==> src/rtl/idex_stage_if.sv <==
// ID/EX pipeline-register bundle.
//
// Carries the ID-side inputs into the ID/EX stage and the EX-side registered
// outputs plus hazard-unit results back out.
//   IfId_*          : register fields, read data, immediate and control of the
//                     instruction currently in ID
//   Flush_i         : squash the instruction in ID (taken branch / jump)
//   IdEx_*          : registered copies presented to EX / forwarding unit
//   Stall_o         : load-use hazard detected this cycle
//   PcWrite_o,
//   IfIdWrite_o     : upstream write enables (low while stalling)
//   StallCnt_o      : stall-cycle counter (zero unless IDEX_STALL_CNT_EN)
//
// Modports: master = pipeline/bench side, slave = idex_stage.
interface idex_stage_if;
    logic [4:0]  IfId_rs_i;
    logic [4:0]  IfId_rt_i;
    logic [4:0]  IfId_rd_i;
    logic [31:0] RsData_i;
    logic [31:0] RtData_i;
    logic [31:0] Imm_i;
    logic [7:0]  Ctrl_i;
    logic        Flush_i;

    logic [4:0]  IdEx_rs_o;
    logic [4:0]  IdEx_rt_o;
    logic [4:0]  IdEx_rd_o;
    logic [31:0] IdEx_RsData_o;
    logic [31:0] IdEx_RtData_o;
    logic [31:0] IdEx_Imm_o;
    logic [7:0]  IdEx_Ctrl_o;
    logic        IdEx_Valid_o;
    logic        Stall_o;
    logic        PcWrite_o;
    logic        IfIdWrite_o;
    logic [31:0] StallCnt_o;

    modport master (
        output IfId_rs_i, IfId_rt_i, IfId_rd_i, RsData_i, RtData_i, Imm_i,
               Ctrl_i, Flush_i,
        input  IdEx_rs_o, IdEx_rt_o, IdEx_rd_o, IdEx_RsData_o, IdEx_RtData_o,
               IdEx_Imm_o, IdEx_Ctrl_o, IdEx_Valid_o, Stall_o, PcWrite_o,
               IfIdWrite_o, StallCnt_o
    );

    modport slave (
        input  IfId_rs_i, IfId_rt_i, IfId_rd_i, RsData_i, RtData_i, Imm_i,
               Ctrl_i, Flush_i,
        output IdEx_rs_o, IdEx_rt_o, IdEx_rd_o, IdEx_RsData_o, IdEx_RtData_o,
               IdEx_Imm_o, IdEx_Ctrl_o, IdEx_Valid_o, Stall_o, PcWrite_o,
               IfIdWrite_o, StallCnt_o
    );
endinterface

==> src/rtl/idex_stage.sv <==
// ID/EX pipeline register with load-use hazard detection.
//
// Ports:
//   clk_i  : pipeline clock, rising edge
//   rst_i  : asynchronous active-low reset, clears every registered output
//   bus    : idex_stage_if.slave (ID-side inputs, EX-side outputs, hazard
//            signals, stall counter)
//
// Ctrl packing: {RegWrite, MemToReg, MemRead, MemWrite, ALUSrc, RegDst, ALUOp[1:0]}.
//
// Optional feature: define IDEX_STALL_CNT_EN to build a saturating 32-bit
// counter of stalled cycles on StallCnt_o; otherwise StallCnt_o is constant 0.
module idex_stage (
    input  logic         clk_i,
    input  logic         rst_i,
    idex_stage_if.slave  bus
);
    localparam int MEM_READ_BIT = 5;

    logic [4:0]  rs_reg, rt_reg, rd_reg;
    logic [31:0] rs_data_reg, rt_data_reg, imm_reg;
    logic [7:0]  ctrl_reg;
    logic        valid_reg;

    logic        stall;
    logic        bubble;

    // The EX instruction is a load whose destination is read by the ID
    // instruction. A flush overrides the stall so the branch target is
    // fetched; the squashed instruction becomes a bubble anyway.
    always_comb begin
        stall = ctrl_reg[MEM_READ_BIT] & valid_reg & (rt_reg != 5'd0) &
                ((rt_reg == bus.IfId_rs_i) | (rt_reg == bus.IfId_rt_i)) &
                ~bus.Flush_i;
    end

    assign bubble = stall | bus.Flush_i;

    always_ff @(posedge clk_i or negedge rst_i) begin
        if (!rst_i) begin
            rs_reg      <= '0;
            rt_reg      <= '0;
            rd_reg      <= '0;
            rs_data_reg <= '0;
            rt_data_reg <= '0;
            imm_reg     <= '0;
            ctrl_reg    <= '0;
            valid_reg   <= 1'b0;
        end else begin
            // Data fields always follow the inputs; only control and valid
            // are suppressed for a bubble.
            rs_reg      <= bus.IfId_rs_i;
            rt_reg      <= bus.IfId_rt_i;
            rd_reg      <= bus.IfId_rd_i;
            rs_data_reg <= bus.RsData_i;
            rt_data_reg <= bus.RtData_i;
            imm_reg     <= bus.Imm_i;
            ctrl_reg    <= bubble ? 8'd0 : bus.Ctrl_i;
            valid_reg   <= ~bubble;
        end
    end

`ifdef IDEX_STALL_CNT_EN
    logic [31:0] stall_cnt_reg;

    always_ff @(posedge clk_i or negedge rst_i) begin
        if (!rst_i) begin
            stall_cnt_reg <= '0;
        end else if (stall && (stall_cnt_reg != 32'hFFFF_FFFF)) begin
            stall_cnt_reg <= stall_cnt_reg + 32'd1;
        end
    end

    assign bus.StallCnt_o = stall_cnt_reg;
`else
    assign bus.StallCnt_o = 32'd0;
`endif

    assign bus.IdEx_rs_o     = rs_reg;
    assign bus.IdEx_rt_o     = rt_reg;
    assign bus.IdEx_rd_o     = rd_reg;
    assign bus.IdEx_RsData_o = rs_data_reg;
    assign bus.IdEx_RtData_o = rt_data_reg;
    assign bus.IdEx_Imm_o    = imm_reg;
    assign bus.IdEx_Ctrl_o   = ctrl_reg;
    assign bus.IdEx_Valid_o  = valid_reg;
    assign bus.Stall_o       = stall;
    assign bus.PcWrite_o     = ~stall;
    assign bus.IfIdWrite_o   = ~stall;
endmodule

==> src/flat_wrapper.sv <==
// flat-port wrapper written by rule: the top's interface ports become plain ports
module idex_stage_flat 
  (clk_i, rst_i, bus_IfId_rs_i, bus_IfId_rt_i, bus_IfId_rd_i, bus_RsData_i, bus_RtData_i, bus_Imm_i, bus_Ctrl_i, bus_Flush_i, bus_IdEx_rs_o, bus_IdEx_rt_o, bus_IdEx_rd_o, bus_IdEx_RsData_o, bus_IdEx_RtData_o, bus_IdEx_Imm_o, bus_IdEx_Ctrl_o, bus_IdEx_Valid_o, bus_Stall_o, bus_PcWrite_o, bus_IfIdWrite_o, bus_StallCnt_o);
  idex_stage_if bus_i ();
  input  logic clk_i;
  input  logic rst_i;
  input wire logic [$bits(bus_i.IfId_rs_i)-1:0] bus_IfId_rs_i;
  input wire logic [$bits(bus_i.IfId_rt_i)-1:0] bus_IfId_rt_i;
  input wire logic [$bits(bus_i.IfId_rd_i)-1:0] bus_IfId_rd_i;
  input wire logic [$bits(bus_i.RsData_i)-1:0] bus_RsData_i;
  input wire logic [$bits(bus_i.RtData_i)-1:0] bus_RtData_i;
  input wire logic [$bits(bus_i.Imm_i)-1:0] bus_Imm_i;
  input wire logic [$bits(bus_i.Ctrl_i)-1:0] bus_Ctrl_i;
  input wire logic [$bits(bus_i.Flush_i)-1:0] bus_Flush_i;
  output wire logic [$bits(bus_i.IdEx_rs_o)-1:0] bus_IdEx_rs_o;
  output wire logic [$bits(bus_i.IdEx_rt_o)-1:0] bus_IdEx_rt_o;
  output wire logic [$bits(bus_i.IdEx_rd_o)-1:0] bus_IdEx_rd_o;
  output wire logic [$bits(bus_i.IdEx_RsData_o)-1:0] bus_IdEx_RsData_o;
  output wire logic [$bits(bus_i.IdEx_RtData_o)-1:0] bus_IdEx_RtData_o;
  output wire logic [$bits(bus_i.IdEx_Imm_o)-1:0] bus_IdEx_Imm_o;
  output wire logic [$bits(bus_i.IdEx_Ctrl_o)-1:0] bus_IdEx_Ctrl_o;
  output wire logic [$bits(bus_i.IdEx_Valid_o)-1:0] bus_IdEx_Valid_o;
  output wire logic [$bits(bus_i.Stall_o)-1:0] bus_Stall_o;
  output wire logic [$bits(bus_i.PcWrite_o)-1:0] bus_PcWrite_o;
  output wire logic [$bits(bus_i.IfIdWrite_o)-1:0] bus_IfIdWrite_o;
  output wire logic [$bits(bus_i.StallCnt_o)-1:0] bus_StallCnt_o;
  assign bus_i.IfId_rs_i = bus_IfId_rs_i;
  assign bus_i.IfId_rt_i = bus_IfId_rt_i;
  assign bus_i.IfId_rd_i = bus_IfId_rd_i;
  assign bus_i.RsData_i = bus_RsData_i;
  assign bus_i.RtData_i = bus_RtData_i;
  assign bus_i.Imm_i = bus_Imm_i;
  assign bus_i.Ctrl_i = bus_Ctrl_i;
  assign bus_i.Flush_i = bus_Flush_i;
  assign bus_IdEx_rs_o = bus_i.IdEx_rs_o;
  assign bus_IdEx_rt_o = bus_i.IdEx_rt_o;
  assign bus_IdEx_rd_o = bus_i.IdEx_rd_o;
  assign bus_IdEx_RsData_o = bus_i.IdEx_RsData_o;
  assign bus_IdEx_RtData_o = bus_i.IdEx_RtData_o;
  assign bus_IdEx_Imm_o = bus_i.IdEx_Imm_o;
  assign bus_IdEx_Ctrl_o = bus_i.IdEx_Ctrl_o;
  assign bus_IdEx_Valid_o = bus_i.IdEx_Valid_o;
  assign bus_Stall_o = bus_i.Stall_o;
  assign bus_PcWrite_o = bus_i.PcWrite_o;
  assign bus_IfIdWrite_o = bus_i.IfIdWrite_o;
  assign bus_StallCnt_o = bus_i.StallCnt_o;
  idex_stage u_core (.clk_i(clk_i), .rst_i(rst_i), .bus(bus_i));
endmodule
==> config.mk <==
export PLATFORM = sky130hd
export DESIGN_NAME = idex_stage_flat
export DESIGN_NICKNAME = d
export VERILOG_FILES = /design/src/rtl/idex_stage_if.sv /design/src/rtl/idex_stage.sv /design/src/flat_wrapper.sv
export SDC_FILE = /design/constraint.sdc
export NUM_CORES = 1
export LEC_CHECK = 0
export ABC_AREA = 1
export CORE_AREA = 2 2 107 109
export DETAILED_ROUTE_END_ITERATION = 7
export DIE_AREA = 0 0 109 111
export PLACE_DENSITY_LB_ADDON = 0.3
export SYNTH_ARGS = -nofsm -noshare
export SYNTH_HDL_FRONTEND = slang
export SYNTH_SLANG_ARGS = --single-unit
==> constraint.sdc <==
create_clock -name clk_i -period 4.75 [get_ports clk_i]
set_clock_uncertainty 0.2 [all_clocks]
set_input_delay 1.425 -clock clk_i [delete_from_list [all_inputs] [get_ports clk_i]]
set_output_delay 1.425 -clock clk_i [all_outputs]
set_load 0.005 [all_outputs]
==> Yosys cells after proc, flatten, opt, wreduce, memory -nomap -nowiden <==
Index checks and enable logic that the tools add are counted.
{ "word_totals": {"mem_count": 0, "latchBits": 0, "out_inout_bits": 155, "word_cells": 21, "ff_bits": 120, "rom_bits": 0, "ram_bits": 0} }
{ "classes": {"magnitude_cmp": 0, "bitwise": 9, "div": 0, "n_addsub": 0, "eq_ne": 2, "mux": 1, "shift": 0, "n_reduce_logical": 1, "n_mul": 0} }
{ "ops": {"columns": ["operator", "count"], "rows": [
  ["5-bit == test", 2],
  ["8-bit 2-to-1 mux", 1],
  ["5-bit nonzero test", 1],
  ["1-bit AND", 4],
  ["1-bit inverter", 3],
  ["1-bit OR", 2]
]} }

==> Depth between registers and ports, before layout <==
{ "logic_depth": {"word_depth": 6, "ltp_mapped": 10} }

==> Worst setup path before layout <==
No wires, ideal clock.
{ "synth_path": {"path_type": "input to output", "start": "input bus_IfId_rs_i[2]", "end": "output bus_PcWrite_o", "stages": 10, "path_buffers": 1, "arrival_ps": 2139, "path_slack_ps": 986, "cell_sequence": "inv_1 nand2_1 nand2_1 nor2_1 nand3_1 nand2_1 nand2_2 nor2_2 inv_1 buf_4"} }
{ "synth_via": {"elab_chain_cells": 5} }
{ "synth_rtl": {"columns": ["element", "line", "text"], "rows": [
  ["start: declaration", "flat_wrapper.sv:7", "input wire logic [$bits(bus_i.IfId_rs_i)-1:0] bus_IfId_rs_i;"],
  ["5-bit == test", "idex_stage.sv:33", "((rt_reg == bus.IfId_rs_i) | (rt_reg == bus.IfId_rt_i)) &"],
  ["1-bit OR", "idex_stage.sv:33", null],
  ["1-bit AND", "idex_stage.sv:32", "stall = ctrl_reg[MEM_READ_BIT] & valid_reg & (rt_reg != 5'd0) &"],
  ["1-bit AND", "idex_stage.sv:33", null],
  ["net bus_Stall_o", "flat_wrapper.sv:23", "output wire logic [$bits(bus_i.Stall_o)-1:0] bus_Stall_o;"],
  ["1-bit inverter", null, null],
  ["end: declaration", "flat_wrapper.sv:24", "output wire logic [$bits(bus_i.PcWrite_o)-1:0] bus_PcWrite_o;"]
]} }
The timed path passes the listed nets, and every way through them passes these cells.

==> Final worst setup path <==
{ "layout_path": {"start": "input bus_IfId_rs_i[0]", "end": "output bus_Stall_o"} }
{ "layout_via": {"elab_chain_cells": 4} }
{ "layout_rtl": {"columns": ["element", "line"], "rows": [
  ["5-bit == test", "idex_stage.sv:33"],
  ["1-bit OR", "idex_stage.sv:33"],
  ["1-bit AND", "idex_stage.sv:32"],
  ["1-bit AND", "idex_stage.sv:33"],
  ["end: declaration", "flat_wrapper.sv:23"]
]} }
No other way between the ends.

==> impl_metrics.tcl <==
set metrics [dict create \
    status "finished clean" \
    core_area_mm2 0.0111 \
    yosysTopAreaCellShare 0.846 \
    cts.sinks 120 \
    clk_pin_slew_ns 0.05 \
    final-hold-violation-count 0 \
    insertion_delay_ns 0.40 \
    die_x_um 109 \
    crit_required_ns 3.12 \
    period_share 0.988 \
    drive_above_1_share 0.0561 \
    finalSetupTns_ns 0 \
    layout.nets 610 \
    synthCells 225 \
    worstSetupPathType "in2out" \
    clk_path_buf_depth 2 \
    maxCapViolCount 0 \
    drc_errors 0 \
    final_max_slew_viol_count 0 \
    reg2reg_slack_ns 3.24 \
    reg2reg_to "u_core.bus.IdEx_Ctrl_o[3]" \
    start_kind "primary input" \
    ctsRootBufferMaster "clkbuf_16" \
    rr_worst_depth 9 \
    p_per_area_mw_per_mm2 374 \
    netlist_top_cells_count "dfrtp_1 (120), buf_4 (33), inv_1 (24)" \
    antenna_found_initial 0 \
    synth-seq-area-share 0.846 \
    hold_path.class "reg2reg" \
    worstHoldStart "u_core.bus.IdEx_Valid_o" \
    cp_max_fo 3 \
    post-cts-setup-buffer-count 0 \
    synth_area_leaders "dfrtp_1 (85%), buf_4 (7.0%), inv_1 (2.5%), nand2_1 (2.4%), nor2_1 (1.6%)" \
    drt_wl_total_mm 9.20 \
    cts_htree_levels 4 \
    grt_use_total 0.157 \
    yosys_warnings 0 \
    grt_overflow_total 0 \
    initial_core_util 0.320 \
    drt_iter0_drc 98 \
    power.leakage_nw 2.99 \
    grt_pass1_vias 2437 \
    ys_ff_latch 120 \
    post-route-worst-setup-slack_ns 0.0572 \
    synth_edf_count 0 \
    grt_max_degree 83 \
    first_pass_iters 4 \
    vias 2447 \
    async_reset_ff_frac 1.00 \
    syn_to_final_growth_pct 85.2 \
    peakVddDrop_mv 0.258 \
    fmax_ghz 0.213 \
    utilization 0.593 \
    diodes 0 \
    die_h_um 111 \
    post-place-ws_ns 0.0770 \
    holdPathEnd "u_core.bus.IdEx_Ctrl_o[4]" \
    vias_per_cell 3.81 \
    cts_tree "built" \
    grt_pass1_wl_mm 13.4 \
    holdWs_ns 0.569 \
    fin_crit_ns 4.69 \
    r2r-start "u_core.bus.IdEx_rt_o[0]" \
    gp_congestion 0.766 \
    syn_area_per_cell_um2 15.8 \
    relSlewSlack 0.345 \
    synthesis.area_mm2 0.00355 \
    ant_nets 0 \
    portBuffers 244 \
    setup_viol_count_final 0 \
    hpwlAfterDp_mm 7.16 \
    synth_most_common_cell "dfrtp_1" \
    num_rows 39 \
    synth_cell_types 12 \
    finalInstanceArea_mm2 0.00657 \
    cts-buffers-inserted 17 \
    worst_pin_slew_ns 0.982 \
    critPathArrivalTime_ns 3.07 \
    end_kind "output port" \
    ios 277 \
    placed_area_mm2 0.00605 \
    post_drt_wl_per_cell_um 14.3 \
    whs_path_depth 5 \
    synth_top_cell_by_area "dfrtp_1" \
    die_area_mm2 0.0121 \
    synth_ff_type "dfrtp_1" \
]
## critical path: stages
cell and delay [ns]:
clkdlybuf4s50_1 0.50, inv_1 0.05, nand2_1 0.05, nand2_1 0.07, nor2_2 0.13, nand3_1 0.08, nand2_1 0.08, nand2_2 0.09
nor2_4 0.10, clkdlybuf4s50_1 0.50
## sequential cells by signal, summed over array words and instances (netlist names)
| register | cells |
|---|---|
| u_core.bus.IdEx_Ctrl_o | 8 |
| u_core.bus.IdEx_rd_o | 5 |
| u_core.bus.IdEx_Valid_o | 1 |
| u_core.bus.IdEx_rt_o | 5 |
| u_core.bus.IdEx_RtData_o | 32 |
| u_core.bus.IdEx_Imm_o | 32 |
| u_core.bus.IdEx_rs_o | 5 |
| u_core.bus.IdEx_RsData_o | 32 |
## placed cells by master, fill, tap and decap left out
cell             Yosys  routed
nand2_1             23      23
nor2_4               0       1
xnor2_1              2       2
inv_1               24      24
clkinvlp_4           0       1
clkinv_2             0       2
dfrtp_1            120     120
nand3_1              3       3
nor2_2               1       1
clkbuf_16            0      17
nand2_2              1       1
nand2_4              1       1
clkbuf_1             0       9
buf_4               33       3
dlymetal6s2s_1       0       3
bufinv_16            0       1
clkdlybuf4s50_1      0     240
nand4_1              1       1
conb_1               1      32
nor2_1              15      14
## final cells by class
class / instances / area [µm²]
inverter: 24 / 90.1
sequential: 120 / 3000
timing repair buffer: 246 / 2460
clock inverter: 4 / 47.5
fill: 915 / 4500
clock buffer: 26 / 459
multi-input combinational: 79 / 333
tap: 143 / 179
## worst max-delay path by stage
stage	start	endpoint	slack [ns]
2_1_floorplan	bus_IfId_rs_i[2]	bus_PcWrite_o	0.99
3_3_place_gp	bus_IfId_rs_i[0]	bus_Stall_o	0.10
3_5_place_dp	bus_IfId_rs_i[0]	bus_Stall_o	0.08
4_1_cts	bus_IfId_rs_i[0]	bus_Stall_o	0.07
5_1_grt	bus_IfId_rs_i[0]	bus_PcWrite_o	-0.02
6_report	bus_IfId_rs_i[0]	bus_Stall_o	0.06
## layer usage
metal	up-vias	part of all wire	track usage
met5	-	0	0
met4	0	0.021	0.0803
met3	12	0.12	0.0835
met2	157	0.53	0.260
met1	1146	0.33	0.157
li1	1132	-	-
## power breakdown
part / leakage, nW / switching, mW / internal, mW
clock: 0.242 / 0.397 / 0.709
combinational: 1.34 / 0.0814 / 0.180
sequential: 1.41 / 0.0157 / 1.08
total: 2.99 / 0.494 / 1.96
## logic make-up after synthesis
group | Yosys count | share of synthesized area
buf+inv | 57 | 0.0952
flops | 120 | 0.846
simple gates | 45 | 0.0529
other cells | 1 | 0.00106
xor+xnor | 2 | 0.00494
## metrics by stage
stage	total power [mW]	std cells
4_1_cts	2.50	642
2_1_floorplan	1.16	256
3_5_place_dp	1.37	612
6_report	2.46	642
3_3_place_gp	1.37	612
5_1_grt	2.58	642
## timing repair
item,CTS,global route
hold endpoints to repair,0,0
resized for setup,0,5
endpoints found under the setup margin,0,3
hold buffers,0,0
No activity file was read; power rests on OpenSTA's default activity.
